--- config.mk ---
export PLATFORM = sky130hd
export DESIGN_NAME = sign_magnitude_subtractor_seq
export DESIGN_NICKNAME = d
export VERILOG_FILES = /design/src/rtl/sign_magnitude_subtractor_seq.sv
export SDC_FILE = /design/constraint.sdc
export NUM_CORES = 1
export LEC_CHECK = 0
export ABC_AREA = 1
export BUFFER_PORTS_ARGS = -buffer_cell sky130_fd_sc_hd__buf_2
export CORE_UTILIZATION = 58
export CTS_CLUSTER_SIZE = 16
export DETAILED_ROUTE_END_ITERATION = 10
export PLACE_DENSITY = 0.84
export SETUP_SLACK_MARGIN = 0.15
export SLEW_MARGIN = 5
export SYNTH_ARGS = -nofsm -noshare
export SYNTH_HDL_FRONTEND = slang
export SYNTH_SLANG_ARGS = --single-unit
--- constraint.sdc ---
create_clock -name clk -period 2.83 [get_ports clk]
set_clock_uncertainty 0.1 [all_clocks]
set_input_delay 0.4245 -clock clk [delete_from_list [all_inputs] [get_ports clk]]
set_output_delay 0.4245 -clock clk [all_outputs]
set_load 0.05 [all_outputs]
--- src/rtl/sign_magnitude_subtractor_seq.sv ---
// sign_magnitude_subtractor_seq
//
// Bit-serial subtractor for N-bit sign-magnitude operands: diff = a - b.
// The MSB is the sign and the low N-1 bits are the magnitude. It uses the
// same number format as the combinational sign-magnitude adder, but
// processes one magnitude bit per clock under a start/done handshake.
//
// Ports:
//   clk        system clock, rising edge
//   reset      asynchronous, active-high reset
//   start      request; only sampled while ready is high
//   a, b       minuend / subtrahend, captured on the accepting edge
//   ready      high only while idle
//   done_tick  one-cycle pulse; diff/overflow carry the new result
//   diff       registered result, held until the next completion
//   overflow   registered magnitude carry-out of an effective add
//
// Optional build macro:
//   SM_SUB_SAT_EN  when defined, an overflowing magnitude saturates to all
//                  ones with the sign kept; otherwise it wraps modulo 2^M.

module sign_magnitude_subtractor_seq #(
  parameter int N = 4
) (
  input  logic         clk,
  input  logic         reset,
  input  logic         start,
  input  logic [N-1:0] a,
  input  logic [N-1:0] b,
  output logic         ready,
  output logic         done_tick,
  output logic [N-1:0] diff,
  output logic         overflow
);

  localparam int M  = N - 1;
  localparam int CW = $clog2(N);

  typedef enum logic [1:0] {IDLE, CALC, DONE} state_t;

  state_t         state;
  logic [M-1:0]   max_r;
  logic [M-1:0]   min_r;
  logic [M-1:0]   res_r;
  logic           sign_r;
  logic           op_add_r;
  logic           carry_r;
  logic [CW-1:0]  cnt_r;

  // Operand decode for the accepting edge. Subtraction is turned into an
  // addition of -b, so only b's sign is flipped.
  logic [M-1:0]   ma;
  logic [M-1:0]   mb;
  logic           sa;
  logic           sb_eff;
  logic           a_gt_b;

  assign sa     = a[N-1];
  assign ma     = a[M-1:0];
  assign sb_eff = ~b[N-1];
  assign mb     = b[M-1:0];
  assign a_gt_b = (ma > mb);

  // One serial bit slice. The sum and difference bits share the same XOR;
  // only the carry/borrow out differs between the two operations.
  logic           bit_x;
  logic           bit_y;
  logic           sum_bit;
  logic           carry_add;
  logic           borrow_sub;
  logic           carry_next;
  logic [M:0]     res_cat;
  logic [M-1:0]   res_next;

  assign bit_x      = max_r[0];
  assign bit_y      = min_r[0];
  assign sum_bit    = bit_x ^ bit_y ^ carry_r;
  assign carry_add  = (bit_x & bit_y) | (carry_r & (bit_x ^ bit_y));
  assign borrow_sub = (~bit_x & bit_y) | (carry_r & ~(bit_x ^ bit_y));
  assign carry_next = op_add_r ? carry_add : borrow_sub;

  // Result bits enter from the MSB side so that after M shifts the LSB
  // produced first has landed in bit 0.
  assign res_cat  = {sum_bit, res_r};
  assign res_next = res_cat[M:1];

  // Final-edge result. Subtraction never borrows out because the larger
  // magnitude is always the minuend, so overflow only exists for adds.
  logic           ovf_final;
  logic [M-1:0]   mag_final;
  logic           sign_final;

  assign ovf_final = op_add_r & carry_add;

`ifdef SM_SUB_SAT_EN
  assign mag_final = ovf_final ? {M{1'b1}} : res_next;
`else
  assign mag_final = res_next;
`endif

  // A zero magnitude is always reported as +0.
  assign sign_final = sign_r & (mag_final != '0);

  always_ff @(posedge clk or posedge reset) begin
    if (reset) begin
      state     <= IDLE;
      max_r     <= '0;
      min_r     <= '0;
      res_r     <= '0;
      sign_r    <= 1'b0;
      op_add_r  <= 1'b0;
      carry_r   <= 1'b0;
      cnt_r     <= '0;
      ready     <= 1'b1;
      done_tick <= 1'b0;
      diff      <= '0;
      overflow  <= 1'b0;
    end else begin
      done_tick <= 1'b0;
      case (state)
        IDLE: begin
          if (start) begin
            // Order the magnitudes so the serial subtract never borrows out;
            // on a tie the subtrahend side supplies the sign.
            if (a_gt_b) begin
              max_r  <= ma;
              min_r  <= mb;
              sign_r <= sa;
            end else begin
              max_r  <= mb;
              min_r  <= ma;
              sign_r <= sb_eff;
            end
            op_add_r <= (sa == sb_eff);
            carry_r  <= 1'b0;
            res_r    <= '0;
            cnt_r    <= CW'(M - 1);
            ready    <= 1'b0;
            state    <= CALC;
          end
        end

        CALC: begin
          max_r   <= max_r >> 1;
          min_r   <= min_r >> 1;
          carry_r <= carry_next;
          res_r   <= res_next;
          cnt_r   <= cnt_r - CW'(1);
          if (cnt_r == '0) begin
            diff      <= {sign_final, mag_final};
            overflow  <= ovf_final;
            done_tick <= 1'b1;
            state     <= DONE;
          end
        end

        DONE: begin
          ready <= 1'b1;
          state <= IDLE;
        end

        default: begin
          ready <= 1'b1;
          state <= IDLE;
        end
      endcase
    end
  end

endmodule

# Yosys cells after proc, flatten, opt, wreduce, memory -nomap -nowiden
# Cells that the tools add are included.
totals:
  input_bits: 11
  output_inout_bits: 7
  wordCells: 61
  ff_bits: 23
op_classes:
  mux: 20
  addsub: 1
  n_reduce_logical: 9
  n_eq_ne: 4
  bitwise: 14
  magnitude_cmp: 1
op_table:
  columns: ["op", "n"]
  rows:
  - ["$pmux W3 S2", 3]
  - ["$mux W3", 5]
  - ["$reduce_and A2 Y1", 5]
  - ["$pmux W2 S2", 2]
  - ["$and A1 B1 Y1", 6]
  - ["$mux W2", 3]
  - ["$mux W1", 5]
  - ["$logic_not A2 Y1", 2]
  - ["$ne A2 B2 Y1 const B", 2]
  - ["$not A1 Y1", 4]
  - ["$pmux W1 S2", 2]
  - ["$gt A3 B3 Y1", 1]
  - ["$reduce_bool A3 Y1", 1]
  - ["$eq A2 B1 Y1 const B", 1]
  - ["$or A1 B1 Y1", 2]
  - ["$reduce_bool A2 Y1", 1]
  - ["$sub A2 B1 Y2 const B", 1]
  - ["$xor A1 B1 Y1", 2]
  - ["$eq A1 B1 Y1", 1]

# Longest topological paths before layout
# Gate-level depths: netlist of the first run.
logic_depth:
  word_depth: 6
  ltp_mapped: 9
  mapped_depth_nobuf: 9

# Worst setup path before layout of the first run
# Ideal clock, no wire load.
synth_timing:
  path_type: "input-to-reg"
  from: "input b[2]"
  to: "register max_r[1]"
  n_path_buf: 0
  cell_stages: 8
  setup_ps: 119
  slack_ps: 1288
  arrival_time_ps: 1323
  required_time_ps: 2611
  path_cell_list: "inv_1 ha_1 a21oi_2 nand2_2 nand2_2 nand2_1 nand3_1 nand2_1"
synth_between:
  elab_chain_len: 4
synth_lines:
  columns: ["item", "line_no", "source"]
  rows:
  - ["start: declaration", "29", "input logic [N-1:0] b,"]
  - ["$gt A3 B3 Y1", "62", "assign a_gt_b = (ma > mb);"]
  - ["$mux W3", "125", "if (a_gt_b) begin"]
  - ["$mux W3", "122", "if (start) begin"]
  - ["$pmux W3 S2", "120", "case (state)"]
  - ["end signal: assignment", "126", "max_r <= ma;"]
  - ["end signal: assignment", "130", "max_r <= mb;"]
  - ["end signal: assignment", "144", "max_r <= max_r >> 1;"]
  - ["end: declaration", "42", "logic [M-1:0] max_r;"]
# No other way between the ends. The select of a mux whose other input is x is not followed.
# A chain may end at the register's enable or synchronous reset.

# Worst setup path in the final report of the first run
layout_timing:
  from: "register ready"
  to: "output ready"
layout_lines:
  columns: ["item", "line_no", "source"]
  rows:
  - ["start: declaration", "30", "output logic ready,"]
  - ["start signal: assignment", "114", "ready <= 1'b1;"]
  - ["start signal: assignment", "138", "ready <= 1'b0;"]
  - ["start signal: assignment", "158", "ready <= 1'b1;"]
# No word-level cell between the ends.

==> qor.yml, run 1 <==
synthesis:
  netlist_top_cells_count: "26 x nand2_1, 23 x inv_1, 21 x dfrtp_1, 16 x nand3_1, 6 x o21ai_1"
  syn_avg_cell_area_sq_um: 8.81
  synth.area.top_cells: "dfrtp_1 47%, nand2_1 8.7%, inv_1 7.7%, nand3_1 7.1%, ha_1 4.4%"
  synth_fp_nets: 145
  synth.top_cell.area_share_pct: 46.6
  ys_ff_latch: 22
  ys_seq_area_share_pct: 48.9
  syn_inst: 128
  yosys.area.top_type: "dfrtp_1"
  synthFlopType: "dfrtp_1"
  synth_area_sq_um: 1130
  synthArstFlopShare_pct: 100
  ys_types: 23
  synth_edf_count: 0
  yosys_warnings: 0
  synth_most_common_cell: "nand2_1"
floorplanning:
  die-height_um: 46.1
  core_sq_um: 1780
  die_area_sq_um: 2120
  io_pins: 18
  die_w_um: 46.1
  start_util_pct: 63.2
  rows: 15
placed_design:
  hpwl_mm: 1.44
  port_buffers: 17
  place_congestion: 0.741
  dp.cells: 169
global_route:
  grt_first_pass_wirelength_mm: 2.97
  grt_pass1_vias: 747
  grt_overflow: 0
  antenna_found_initial: 0
  grt_start_max_net_pins: 23
  grtUsageTotal_pct: 20.2
power_and_ir_drop:
  comb_power_share_pct: 47.0
  switchingPower_uw: 625
  p_int_uw: 817
  irDropWorstVdd_mv: 0.487
  power_density_nw_per_um2: 1120
  switching_share_pct: 43.3
  p_seq_share_pct: 36.3
  leakagePower_uw: 0.000708
  clkPwrFrac_pct: 16.7
clock_network:
  root_buffer: "clkbuf_4"
  post_cts_buffers: 0
  clkTransAtPathRegs_ns: 0.12
  cts_htree_levels: 1
  holdBufCountCts: 0
  cts-buffers-inserted: 3
  clock-sinks: 22
  clockBufferDepth: 2
  worstSkewPairLatency_ns: 0.32
  tritoncts: "built"
  cts_resized: 0
sta:
  timing.fmax_mhz: 616
  tightest_slew_ns: 0.778
  finalSetupViolations: 0
  slew_viol_final: 0
  fin_crit_ns: 1.62
  timing.hold.ws_ns: 0.128
  tns_ns: 0
  rsz0062_at_grt: "false"
  period_share_pct: 57.3
  hold_viol_final: 0
  slew_headroom_pct: 48.1
critical_path:
  crit_arrival_ns: 1.10
  cp_slowest_stage_delay_ns: 0.54
  path_depth: 1
  crit_family: "flip-flops"
  startpoint_type: "flip-flop"
  r2r_cells: 5
  reg2reg_from: "max_r[0]$_DFFE_PP0P_"
  cp.required_ns: 2.31
  cp-startpoint: "ready$_DFFE_PP1P_"
  critical_path_class: "reg2out"
  cp_max_fo: 2
  crit_path_end_kind: "output pin"
  rr_endpoint: "diff[3]$_DFFE_PP0P_"
  path_buf_inv: 1
  path_cells: "buf_2"
  cp_slowest_cell: "dfstp_2"
  worst-r2r-setup-slack_ns: 1.40
detailed_routing:
  vias: 864
  vias_per_cell: 4.99
  drtPass1Iterations: 4
  drcViolationCount: 0
  wl_per_cell_um: 10.6
  drtIter0Drc: 2
  drt_wl_total_mm: 1.83
  ant_nets: 0
cells_and_area:
  final_nets: 166
  antenna_cells: 0
  drive_above_1_share_pct: 21.6
  area_growth_pct: 14.0
  fin_cells: 173
status:
  status: "finished, final reports clean"
job:
  cap_violations: 0
min_path:
  min_path_type: "in2async"
## routing by layer
layer | part of all wire [%] | up-vias | global-route usage (%)
li1 | - | 449 | -
met1 | 45 | 391 | 22.7
met2 | 52 | 21 | 36.9
met3 | 1.7 | 3 | 2.35
met4 | 1.2 | 0 | 10.6
met5 | 0 | - | 0
## sequential cells by signal, indices dropped and copies added (netlist names), 2 cells and up
signal and count:
res_r 2, max_r 3, diff 4, min_r 3, cnt_r 2, state 2
## worst max-delay path by stage
stage,slack [ns],endpoint
finish,1.21,ready
global route,1.17,ready
CTS,1.20,ready
detailed placement,1.08,min_r[1]$_DFFE_PP0P_
global placement,1.16,max_r[1]$_DFFE_PP0P_
floorplan,1.29,max_r[1]$_DFFE_PP0P_
## area by class of cell
type	instances	area, sq um
clock inverters	1	30.0
clock buffers	3	22.5
multi-input cells	80	468
fillers	151	498
flip-flops and latches	22	552
well taps	25	31.3
inverters	25	96.3
repair buffers	17	85.1
## power groups by stage
stage	Clock, uW	Combinational [uW]	Sequential [uW]
2_1_floorplan	0	428	650
3_3_place_gp	0	658	525
3_5_place_dp	0	684	532
4_1_cts	243	688	525
5_1_grt	254	761	540
6_report	241	678	524
## through the flow
stage	cell area (sq um)	setup WS, ns	power (uW)	util, %
finish	1280	1.21	1440	72.1
global route	1280	1.17	1550	72.1
CTS	1280	1.20	1460	72.1
detailed placement	1230	1.08	1220	69.1
global placement	1230	1.16	1180	69.1
floorplan	1130	1.29	1080	-
## cells by family (layout without fill, tap and decap cells)
kind of cell | after synthesis | in the layout | synth area share (%)
simple gates | 53 | 53 | 22.5
buf+inv | 26 | 46 | 9.54
flops | 22 | 22 | 48.9
compound gates | 20 | 20 | 10.2
fa+ha+maj | 6 | 6 | 7.99
xor+xnor | 1 | 1 | 0.777
## layout by cell type (no fill, tap or decap), drive strengths merged
| master | instances |
|---|---|
| nand3b | 1 |
| nand3 | 17 |
| fa | 2 |
| dfstp | 1 |
| o21a | 2 |
| xnor2 | 1 |
| o22ai | 3 |
| bufinv | 1 |
| inv | 25 |
| a21oi | 3 |
| clkbuf | 3 |
| dfrtp | 21 |
| a22oi | 1 |
| o21ai | 11 |
| nand2 | 32 |
| buf | 17 |
| nor2 | 3 |
| ha | 4 |
No activity file was read; power rests on OpenSTA's default activity.
==> inputs of run 2 (changes only) <==
- CORE_UTILIZATION: 58 -> 49
- PLACE_DENSITY: 0.84 -> 0.76
- clock period: 2.83 -> 1.4 ns (I/O delays scaled with it)
==> run 2 against run 1 <==
Sequential share of layout area shrank 4.3 points. Core utilization shrank 7.0 points. Final cell count grew 6.4%. Combinational power grew to 2.6 times the previous value. Critical path depth grew 3. Register-to-register slack lost 1.4 ns. Worst setup slack lost 1.2 ns. Critical endpoint is now res_r[2]$_DFFE_PP0P_. Largest cell class unchanged. Largest power group unchanged. Highest routed layer unchanged.
==> qor.yml, run 2 (synthesized netlist as in run 1, its figures left out) <==
placed_design:
  port_buffers: 17
  hpwl_mm: 1.58
  place_congestion: 0.708
  post-place-ws_ns: -0.0583
  post_dp_cell_area_sq_um: 1260
sta:
  slew_viol_final: 0
  finalSetupViolations: 0
  tightest_slew_ns: 0.420
  rsz0062_at_grt: "true"
  worst_slack_ns: 0.0213
  hold_viol_final: 0
  fin_crit_ns: 1.38
  period_share_pct: 98.5
  timing.fmax_mhz: 725
  slew_headroom_pct: 71.9
critical_path:
  cp_slowest_cell: "fa_1"
  rr_endpoint: "res_r[2]$_DFFE_PP0P_"
  cp-startpoint: "max_r[0]$_DFFE_PP0P_"
  path_cells: "inv_2 -> fa_1 -> buf_4 -> o22ai_2"
  cp_max_fo: 3
  critical_path.endpoint: "res_r[2]$_DFFE_PP0P_"
  reg2reg_from: "max_r[0]$_DFFE_PP0P_"
  r2r_cells: 4
  crit_family: "adder cells"
  path_buf_inv: 2
  crit_path_end_kind: "flip-flop"
  cp_slowest_stage_delay_ns: 0.44
  worst-r2r-setup-slack_ns: 0.02
  critical_path_class: "reg2reg"
  startpoint_type: "flip-flop"
  path_depth: 4
  cp.required_ns: 1.55
  crit_arrival_ns: 1.53
min_path:
  hold_start: "b[3]"
  min_path_type: "in2reg"
job:
  cap_violations: 0
cells_and_area:
  regMostFlops: "diff"
  stdcell_area_sq_um: 1430
  layout.cells.most_common: "nand2_1"
  area_growth_pct: 26.5
  reg.largest.list: "diff (4), max_r (3), min_r (3)"
  drive_above_1_share_pct: 31.4
  multiInputGateArea_sq_um: 514
  register_area_sq_um: 552
  most-common-layout-cells: "26 x nand2_1, 21 x dfrtp_1, 19 x inv_1"
  fillCellCount: 176
  final_nets: 174
  largest_reg_flops: 4
  antenna_cells: 0
clock_network:
  cts-buffers-inserted: 3
  clock-sinks: 22
  clkTransAtPathRegs_ns: 0.13
  cts_htree_levels: 1
  tritoncts: "built"
  worstSkewPairLatency_ns: 0.31
  root_buffer: "clkbuf_4"
  clockBufferDepth: 2
power_and_ir_drop:
  leakagePower_uw: 0.000760
  p_int_uw: 1920
  p_seq_share_pct: 32.4
  switchingPower_uw: 1420
  finalPower_uw: 3340
  clkPwrFrac_pct: 14.5
  irDropWorstVdd_mv: 1.09
  comb_power_share_pct: 53.1
  power_density_nw_per_um2: 2340
  switching_share_pct: 42.4
detailed_routing:
  ant_nets: 0
  drcViolationCount: 0
  wl_per_cell_um: 11.6
  vias_per_cell: 5.04
  drt_wl_total_mm: 2.14
  drtPass1Iterations: 4
  vias: 928
  drtIter0Drc: 17
floorplanning:
  die_w_um: 50.0
  io_pins: 18
  die_area_sq_um: 2500
  core_sq_um: 2190
  die-height_um: 50.0
  start_util_pct: 51.5
  rows: 17
global_route:
  grtUsageTotal_pct: 18.1
  grt_overflow: 0
  grt_start_max_net_pins: 14
  grt_first_pass_wirelength_mm: 3.41
  grt_pass1_vias: 889
  antenna_found_initial: 0
status:
  status: "finished, final reports clean"
[run 2: cell count changes in the layout (fill, tap and decap cells not counted), sizes merged]
cell	delta
buf	+7
dlygate4sd3	+1
[run 2: worst min-delay path, cell delays in order]
cell and delay, ns:
buf_2 0.09, nand2_1 0.05, nand3_1 0.06, nand2_1 0.04
[run 2: power groups by stage]
stage,sequential [uW],combinational (uW),clock [uW]
after global placement,1060,1340,0
after floorplan,1320,869,0
final,1080,1770,486
after detailed placement,1080,1390,0
after global routing,1110,1920,512
after CTS,1070,1590,490
[run 2: repair_timing]
item	4_1_cts	5_1_grt
endpoints found under the setup margin	10	17
setup buffers	5	1
pin swaps	8	8
endpoints found under the hold margin	9	0
resized for setup	7	15
hold buffers	1	0
[run 2: worst min path at each step]
| stage | to | slack, ns | depth (start not counted) |
|---|---|---|---|
| 2_1_floorplan | carry_r$_DFFE_PP0P_ | 0.1 | 1 |
| 3_3_place_gp | cnt_r[0]$_DFFE_PP0P_ | 0.12 | 2 |
| 3_5_place_dp | cnt_r[0]$_DFFE_PP0P_ | 0.12 | 2 |
| 4_1_cts | sign_r$_DFFE_PP0P_ | 0.07 | 4 |
| 5_1_grt | sign_r$_DFFE_PP0P_ | 0.07 | 4 |
| 6_report | sign_r$_DFFE_PP0P_ | 0.06 | 4 |
[run 2: layout make-up]
type                            instances  area share, %
Sequential cell                        22           38.7
Multi-Input combinational cell         80           36.1
Timing Repair Buffer                   25           12.2
Inverter                               25           6.93
Tap cell                               28           2.46
Clock inverter                          1           2.11
Clock buffer                            3           1.58
[run 2: through the flow]
step	util, %	cells	hold WS (ns)	TNS (ns)
after floorplan	-	128	0.0985	0
after global placement	57.7	173	0.118	0
after detailed placement	57.7	173	0.122	-0.238
after CTS	62.9	183	0.0664	0
after global routing	65.1	184	0.0701	-0.0147
final	65.1	184	0.0597	0
[run 2: per-layer routing]
| metal | vias up | GRT usage [%] | share of wire, % |
|---|---|---|---|
| li1 | 464 | - | - |
| met1 | 438 | 19.7 | 41 |
| met2 | 20 | 34.5 | 55 |
| met3 | 6 | 1.85 | 2.4 |
| met4 | 0 | 8.57 | 2.2 |
| met5 | - | 0 | 0 |
==> inputs of run 3 (changes only) <==
- PLACE_DENSITY: 0.76 -> 0.82
==> run 3 against run 2 <==
The flow now finishes with violations (negative setup slack). Routed wire length fell by 3.3%. Critical path type unchanged. Total power fell by 2.3%. Global-route usage rose by 0.53 points. First-iteration DRC count fell by 53%. Count of clock-buffer cells in the layout rose by 1. Largest cell class unchanged.
==> qor.yml, run 3 (synthesized netlist as in run 1, its figures left out) <==
critical_path:
  crit_arrival_ns: 1.52
  critical_path_class: "reg2reg"
  r2r_cells: 4
  path_cells: "fa_1 -> nand3_1 -> nand2_1 -> o21ai_1"
  worst-r2r-setup-slack_ns: -0.008
  crit_path_end_kind: "flip-flop"
  cp_slowest_cell: "fa_1"
  cp.required_ns: 1.51
  cp_max_fo: 3
  startpoint_type: "flip-flop"
  cp_slowest_stage_delay_ns: 0.59
status:
  status: "finished, violations left"
  violations: "negative setup slack"
clock_network:
  cts_htree_levels: 1
  root_buffer: "clkbuf_4"
  worstSkewPairLatency_ns: 0.31
  clockBufferDepth: 2
  clkTransAtPathRegs_ns: 0.12
  cts-buffers-inserted: 3
  clock-sinks: 22
  tritoncts: "built"
job:
  cap_violations: 0
placed_design:
  hpwl_mm: 1.41
  dp.cells: 173
  post_dp_cell_area_sq_um: 1260
  place_congestion: 0.710
  post-place-ws_ns: -0.0369
  port_buffers: 17
detailed_routing:
  drcViolationCount: 0
  met2_length_mm: 1.09
  vias: 939
  vias_per_cell: 5.10
  dr_wl_met3_um: 74
  ant_nets: 0
  wl_per_cell_um: 11.2
  met1_length_um: 861
  top_layer: "met4"
  drt_wl_total_mm: 2.07
  drtIter0Drc: 8
  drtPass1Iterations: 4
min_path:
  min_path_type: "in2reg"
  hold_depth: 3
floorplanning:
  start_util_pct: 51.5
  core_sq_um: 2190
  die-height_um: 50.0
  die_area_sq_um: 2500
  io_pins: 18
  die_w_um: 50.0
  rows: 17
global_route:
  antenna_found_initial: 0
  grtUsageTotal_pct: 18.6
  grt_start_max_net_pins: 23
  grt_pass1_vias: 867
  grt_first_pass_wirelength_mm: 3.51
  grt_overflow: 0
cells_and_area:
  drive_above_1_share_pct: 34.6
  layout.cells.most_common: "nand2_1"
  final_nets: 174
  area_growth_pct: 28.7
  antenna_cells: 0
  fillCellCount: 186
  most-common-layout-cells: "26 x nand2_1, 21 x dfrtp_1, 18 x inv_1"
  regMostFlops: "diff"
  reg.largest.list: "diff (4), max_r (3), min_r (3)"
  largest_reg_flops: 4
  stdcell_area_sq_um: 1450
  fin_cells: 184
sta:
  timing.fmax_mhz: 710
  finalSetupViolations: 1
  tightest_slew_ns: 0.268
  period_share_pct: 101
  slew_viol_final: 0
  slew_headroom_pct: 82.1
  rsz0062_at_grt: "true"
  fin_crit_ns: 1.41
  tns_ns: -0.00750
  worst_slack_ns: -0.00750
  hold_viol_final: 0
power_and_ir_drop:
  power_density_nw_per_um2: 2250
  leakagePower_uw: 0.000764
  irDropWorstVdd_mv: 1.26
-- run 3: cell types whose count changed in the layout (fill, tap and decap cells not counted), sizes merged --
cell and delta:
bufinv -1, clkbuf +1, inv -1, clkinv +1
-- run 3: per-layer routing --
layer  vias up  track usage [%]
met5         -                0
met4         0             9.05
met3         5             1.85
met2        25             32.9
met1       444             22.5
li1        465                -
-- run 3: timing repair --
item,4_1_cts,5_1_grt
setup buffers,4,2
hold buffers,1,0
setup endpoints to repair,9,21
resized for setup,7,28
endpoints found under the hold margin,21,0
pin swaps,5,8
-- run 3: final timing paths --
check / from / to
min reg2reg: diff[2]$_DFFE_PP0P_ / diff[2]$_DFFE_PP0P_
min: a[3] / op_add_r$_DFFE_PP0P_
max: min_r[0]$_DFFE_PP0P_ / diff[3]$_DFFE_PP0P_
max in group asynchronous: reset / ready$_DFFE_PP1P_
max reg2reg: min_r[0]$_DFFE_PP0P_ / diff[3]$_DFFE_PP0P_
min in group asynchronous: reset / max_r[1]$_DFFE_PP0P_
-- run 3: stage by stage --
step / utilization (%) / total power, uW / hold slack [ns]
finish: 66.2 / 3260 / 0.0787
global route: 66.2 / 3510 / 0.109
CTS: 62.5 / 2990 / 0.0890
detailed placement: 57.7 / 2450 / 0.164
global placement: 57.7 / 2400 / 0.150
floorplan: - / 2190 / 0.0985
-- run 3: where the power goes --
group	switching, uW	internal [uW]	total, uW
Combinational	1080	742	1820
Clock	191	159	350
Sequential	160	928	1090
-- run 3: layout make-up --
cell class                      instances  area [sq um]  share of cell area [%]
Inverter                               25           111                    7.67
Timing Repair Buffer                   25           186                    12.8
Sequential cell                        22           552                    38.0
Multi-Input combinational cell         80           531                    36.6
Tap cell                               28          35.0                    2.41
Clock buffer                            4          36.3                    2.50
-- run 3: worst max-delay path: cells and delay by family, from the launching register on --
kind	cells	cell delay [ns]
compound gates	1	0.05
simple gates	2	0.14
flops	1	0.43
fa+ha+maj	1	0.59
